--- src/rtl/hazard_control_unit.sv ---
// Load-use stall / redirect flush controller with saturating event counters.
// Zero-latency: hazard and redirect drive the pipeline enables combinationally in the same cycle.
module hazard_control_unit #(
  parameter int ADDR_W       = 5,
  parameter int LOAD_STALL   = 1,
  parameter int FLUSH_CYCLES = 2,
  parameter int CNT_W        = 16
) (
  input  logic              clk,
  input  logic              rst,
  input  logic              mem_read_ex,
  input  logic [ADDR_W-1:0] rd_addr_ex,
  input  logic [ADDR_W-1:0] rs1_addr_id,
  input  logic [ADDR_W-1:0] rs2_addr_id,
  input  logic              rs1_used_id,
  input  logic              rs2_used_id,
  input  logic              redirect,
  output logic              pc_write,
  output logic              if_id_write,
  output logic              bubble_id,
  output logic              flush,
  output logic              busy,
  output logic [CNT_W-1:0]  stall_cnt,
  output logic [CNT_W-1:0]  flush_cnt
);

  typedef enum logic [1:0] {IDLE, STALL, FLUSH} state_t;

  localparam logic [2:0] STALL_RELOAD = 3'(LOAD_STALL - 1);
  localparam logic [2:0] FLUSH_RELOAD = 3'(FLUSH_CYCLES - 1);
  localparam logic [CNT_W-1:0] CNT_ONE = {{(CNT_W-1){1'b0}}, 1'b1};

  state_t     state, next_state;
  logic [2:0] cnt, next_cnt;
  logic       hazard, stall_cyc, flush_cyc, stall_eff, flush_eff;

  assign hazard = mem_read_ex && (rd_addr_ex != '0) &&
                  ((rs1_used_id && (rd_addr_ex == rs1_addr_id)) ||
                   (rs2_used_id && (rd_addr_ex == rs2_addr_id)));

  always_comb begin
    next_state = state;
    next_cnt   = cnt;
    stall_cyc  = 1'b0;
    flush_cyc  = 1'b0;
    // A redirect wins from every state: the current instruction stream is dead.
    if (redirect) begin
      flush_cyc = 1'b1;
      if (FLUSH_CYCLES > 1) begin
        next_state = FLUSH;
        next_cnt   = FLUSH_RELOAD;
      end else begin
        next_state = IDLE;
        next_cnt   = '0;
      end
    end else begin
      case (state)
        IDLE: begin
          if (hazard) begin
            stall_cyc = 1'b1;
            if (LOAD_STALL > 1) begin
              next_state = STALL;
              next_cnt   = STALL_RELOAD;
            end
          end
        end
        STALL: begin
          stall_cyc = 1'b1;
          next_cnt  = cnt - 3'd1;
          if (cnt == 3'd1) next_state = IDLE;
        end
        FLUSH: begin
          flush_cyc = 1'b1;
          next_cnt  = cnt - 3'd1;
          if (cnt == 3'd1) next_state = IDLE;
        end
        default: begin
          next_state = IDLE;
          next_cnt   = '0;
        end
      endcase
    end
  end

  always_ff @(posedge clk or posedge rst) begin
    if (rst) begin
      state <= IDLE;
      cnt   <= '0;
    end else begin
      state <= next_state;
      cnt   <= next_cnt;
    end
  end

  // Reset forces the pipeline to free-run even before the state register settles.
  assign stall_eff   = stall_cyc && !rst;
  assign flush_eff   = flush_cyc && !rst;
  assign pc_write    = !stall_eff;
  assign if_id_write = !stall_eff;
  assign bubble_id   = stall_eff;
  assign flush       = flush_eff;
  assign busy        = (state != IDLE) && !rst;

  always_ff @(posedge clk or posedge rst) begin
    if (rst) begin
      stall_cnt <= '0;
      flush_cnt <= '0;
    end else begin
      if (stall_eff && (stall_cnt != '1)) stall_cnt <= stall_cnt + CNT_ONE;
      if (flush_eff && (flush_cnt != '1)) flush_cnt <= flush_cnt + CNT_ONE;
    end
  end

endmodule

--- config.mk ---
export PLATFORM = sky130hd
export DESIGN_NAME = hazard_control_unit
export DESIGN_NICKNAME = d
export VERILOG_FILES = /design/src/rtl/hazard_control_unit.sv
export SDC_FILE = /design/constraint.sdc
export NUM_CORES = 1
export LEC_CHECK = 0
export BUFFER_PORTS_ARGS = -buffer_cell sky130_fd_sc_hd__buf_2
export CAP_MARGIN = 25
export CORE_UTILIZATION = 42
export CTS_BUF_LIST = sky130_fd_sc_hd__clkbuf_4 sky130_fd_sc_hd__clkbuf_8
export DETAILED_ROUTE_END_ITERATION = 8
export GPL_ROUTABILITY_DRIVEN = 0
export HOLD_SLACK_MARGIN = 0.15
export PLACE_DENSITY_LB_ADDON = 0.25
export SYNTH_ARGS = -nofsm -noshare
export SYNTH_HDL_FRONTEND = slang
export SYNTH_SLANG_ARGS = --single-unit
--- constraint.sdc ---
create_clock -name clk -period 2 [get_ports clk]
set_input_delay 0.1 -clock clk [delete_from_list [all_inputs] [get_ports clk]]
set_output_delay 0.1 -clock clk [all_outputs]
set_load 0.01 [all_outputs]
==> summary by stage <==
Routing
The number of vias per cell is approximately 5.2. The detailed router put a total of 1814 um of wire on met1. Before antenna repair, the detailed router went through 4 iterations. The met2 wire length is 1711 um. Summed over all layers, the routed wires come to 3792 um. After detailed routing, the met3 layer carries 218 um of wire. The detail route stage leaves a number of antenna-violating nets equal to 0. Signal routing reaches up to met4.

In the final routed layout, each cell accounts on average for 12.68 um. The vias after detailed routing is 1,542. In the routed design, unresolved DRC markers number 0. The detailed router finished its first iteration with 66 violations.

STA
The final worst-path setup slack is 186.0 ps. In this run the tightest slew margin relative to its limit is 0.7066. The final number of setup-violating endpoints is 0.

The number of hold violations in the final report came to 0. The transition time at the pin with the least slew margin is 440.2 ps. The highest attainable clock frequency is ~0.55 GHz. Adding up every negative setup slack in the final design gives 0 ps. Dividing the final minimum period by the clock period gives 0.9070.

Setup repair after global routing left no endpoint under its margin. The clock arrives with 10.51 ps of skew. The worst path needs 1814 ps of the cycle, external delays included.

The max-slew violation count was 0.

Synth
Counting flops with an async set or reset pin after synthesis yields a share of 1.000. Synthesis produced a netlist with a net count of 204. Counting flops with a built-in enable in the synthesized netlist gives 0.

The cell area that synthesis handed to floorplanning was 1892 sq um. The gate count after technology mapping is 179. The average cell area after synthesis is 10.57 sq um.

The predominant post-synthesis flop cell is dfrtp_1. For this run, the register share of the synthesized area comes to 0.4762. Synthesis inferred 36 register bits. Synthesis instantiated 29 different standard cells from the library. Yosys printed 0 warnings.

Clocking
The number of CTS-inserted buffers is 5. The clock net in this run drives a total of 36 sinks. The buffer depth of the longest clock path is 2.

The root cell of the clock tree is clkbuf_8. The H-tree was split into 2 levels. TritonCTS built the clock tree. The clock reaches the later pin of the worst-skew pair after around 290 ps. Clock-pin slew was measured on the worst setup and hold paths at 80 ps.

Critical path
The class of the most critical setup path is flip-flop to flip-flop. The arrival time of data at the critical path endpoint is 1990 ps. The top fanout value on the critical path is 9.

At the worst endpoint, the required time is 2170 ps. The type of element capturing the critical path is a flip-flop. The element type at the critical path start is a flip-flop.

Pwr
In this run the power density over the cells is 814.0 nW/um^2. The clock group share of total power is 0.277. In this run the power spent charging and discharging nets is about 600 uW. The total power consumption of the routed design is 1.935 mW. The internal cell power is 1.337 mW. The share of total power dissipated in sequential elements is 0.498. The combinational share of power is 0.225. In this run the static leakage power is 1.195 nW.

The switching power as a share of total power is 0.3093. VDD sags by at most 0.6770 mV.

Global route
Entering global routing, the biggest net connects 37 pins. The number of antenna violations at the first check in global routing is 0. The global-route wire length before repair is roughly 6600 um. The total overflow left after global routing is 0. In the global route stage, overall resource usage came out at 0.1732. The via count of the first global-routing pass came to between 1k and 1.5k.

Finish
The layout has 409 filler cells. The layout net count is around 270. In the layout the commonest cells are 57 x buf_2, 37 x xnor2_1, 36 x dfrtp_1.

In the final layout, the share of cells above drive strength 1 is 0.3117. The relative area change from synthesis to final layout is 25.66%. 0 antenna diodes ended up in the layout.

Leaving out fill and tap cells, the most frequent cell in the layout is buf_2.

Floorplanning
The initial cell density of the core is 0.4345. The floorplan has 24 rows. The vertical die dimension is 69.12 um. The core outline area is 4354 sq um. The die covers roughly 4800 sq um. The horizontal die dimension is 69.12 um. The I/O pin total is between 50 and 60.

Status
The flow ran to the end, and the final reports show no timing, DRC or antenna violations.

Flow run
Max-cap violations in this run came to 0.

Placed design
The count of input and output buffers is between 50 and 60. The detailed placement HPWL is 2755 um. OpenSTA, run right after detailed placement, puts the worst setup slack at 92.84 ps.

Min path
The worst hold path belongs to the class input port to flip-flop.
## layout make-up
class | count | area (sq um) | area share
tap | 52 | 65.06 | 0.02737
sequential | 36 | 900.9 | 0.3789
inverter | 5 | 18.77 | 0.007895
clock inverter | 2 | 10.01 | 0.004211
clock buffer | 6 | 82.58 | 0.03474
timing repair buffer | 65 | 350.3 | 0.1474
multi-input combinational | 133 | 949.7 | 0.3995
## worst max-delay path, cell delays in order, from the launching register on
cell and delay (ps):
dfrtp_1 400, ha_1 200, and4_1 210, nand3_1 110, or2_4 290, nand3_1 140
mux2_2 340
## Yosys cell counts (2+ instances only)
| cell type | count | area, sq um |
|---|---|---|
| buf_2 | 2 | 10.01 |
| nand3_1 | 15 | 75.07 |
| nand2_1 | 12 | 45.04 |
| clkbuf_1 | 2 | 7.510 |
| nand2b_1 | 2 | 12.51 |
| nor2_1 | 6 | 22.52 |
| ha_1 | 4 | 50.05 |
| nand4_1 | 17 | 106.4 |
| inv_1 | 5 | 18.77 |
| xor2_1 | 4 | 35.03 |
| nor2b_1 | 3 | 18.77 |
| xnor2_1 | 37 | 324.1 |
| and3_1 | 13 | 81.33 |
| dfrtp_1 | 36 | 900.9 |
| and4_1 | 5 | 43.79 |
| mux2_2 | 3 | 33.78 |
## power by group through the flow
stage / logic [mW] / registers [mW] / clock network [mW]
after floorplan: 0.279 / 0.971 / 0
after global placement: 0.428 / 0.975 / 0
after detailed placement: 0.432 / 0.977 / 0
after CTS: 0.437 / 0.965 / 0.548
after global routing: 0.500 / 0.984 / 0.583
final: 0.436 / 0.963 / 0.536
## state kept, by name, indices dropped and copies added, names as in the netlist
name and flops:
state 1, cnt 3, flush_cnt 16, stall_cnt 16
## logic make-up (layout without fill, tap and decap cells)
kind of cell | count (synthesis) | count (layout) | synth area share
DFF | 36 | 36 | 0.4762
xor gates and xnor gates | 41 | 41 | 0.1898
AOI/OAI and AO/OA | 7 | 7 | 0.03175
adders and majority gates | 4 | 4 | 0.02646
buffers and inverters | 10 | 78 | 0.02315
and+or+nand+nor | 78 | 78 | 0.2348
muxes | 3 | 3 | 0.01786
## metal layers
layer,track usage,vias to the layer above
li1,-,768
met1,0.2341,727
met2,0.2546,42
met3,0.05994,5
met4,0.06803,0
met5,0,-
## worst paths after layout
kind / start / end / slack [ps] / cells past startpoint
max in group asynchronous: rst / state[1]$_DFFE_PP0P_ / 1180 / 4
worst min register to register: stall_cnt[12]$_DFFE_PP0P_ / stall_cnt[12]$_DFFE_PP0P_ / 490 / 1
min in group asynchronous: rst / stall_cnt[10]$_DFFE_PP0P_ / 500 / 4
worst max register to register: stall_cnt[0]$_DFFE_PP0P_ / stall_cnt[1]$_DFFE_PP0P_ / 190 / 6
worst min-delay path: mem_read_ex / stall_cnt[5]$_DFFE_PP0P_ / 380 / 4
worst max-delay path: stall_cnt[0]$_DFFE_PP0P_ / stall_cnt[1]$_DFFE_PP0P_ / 190 / 6
## through the flow
step	cells	hold slack, ps	area [sq um]	util
global route	299	382.7	2377	0.5460
global placement	288	294.1	2255	0.5178
finish	299	378.6	2377	0.5460
detailed placement	288	293.1	2255	0.5178
CTS	298	368.8	2367	0.5437
floorplan	179	166.4	1892	-
## repair_timing
item / 4_1_cts / 5_1_grt
hold buffers: 2 / 0
setup buffers: 0 / 1
setup endpoints to repair: 0 / 1
endpoints found under the hold margin: 40 / 0
resized for setup: 0 / 1
Note: power is estimated with default switching activity, not from simulation.
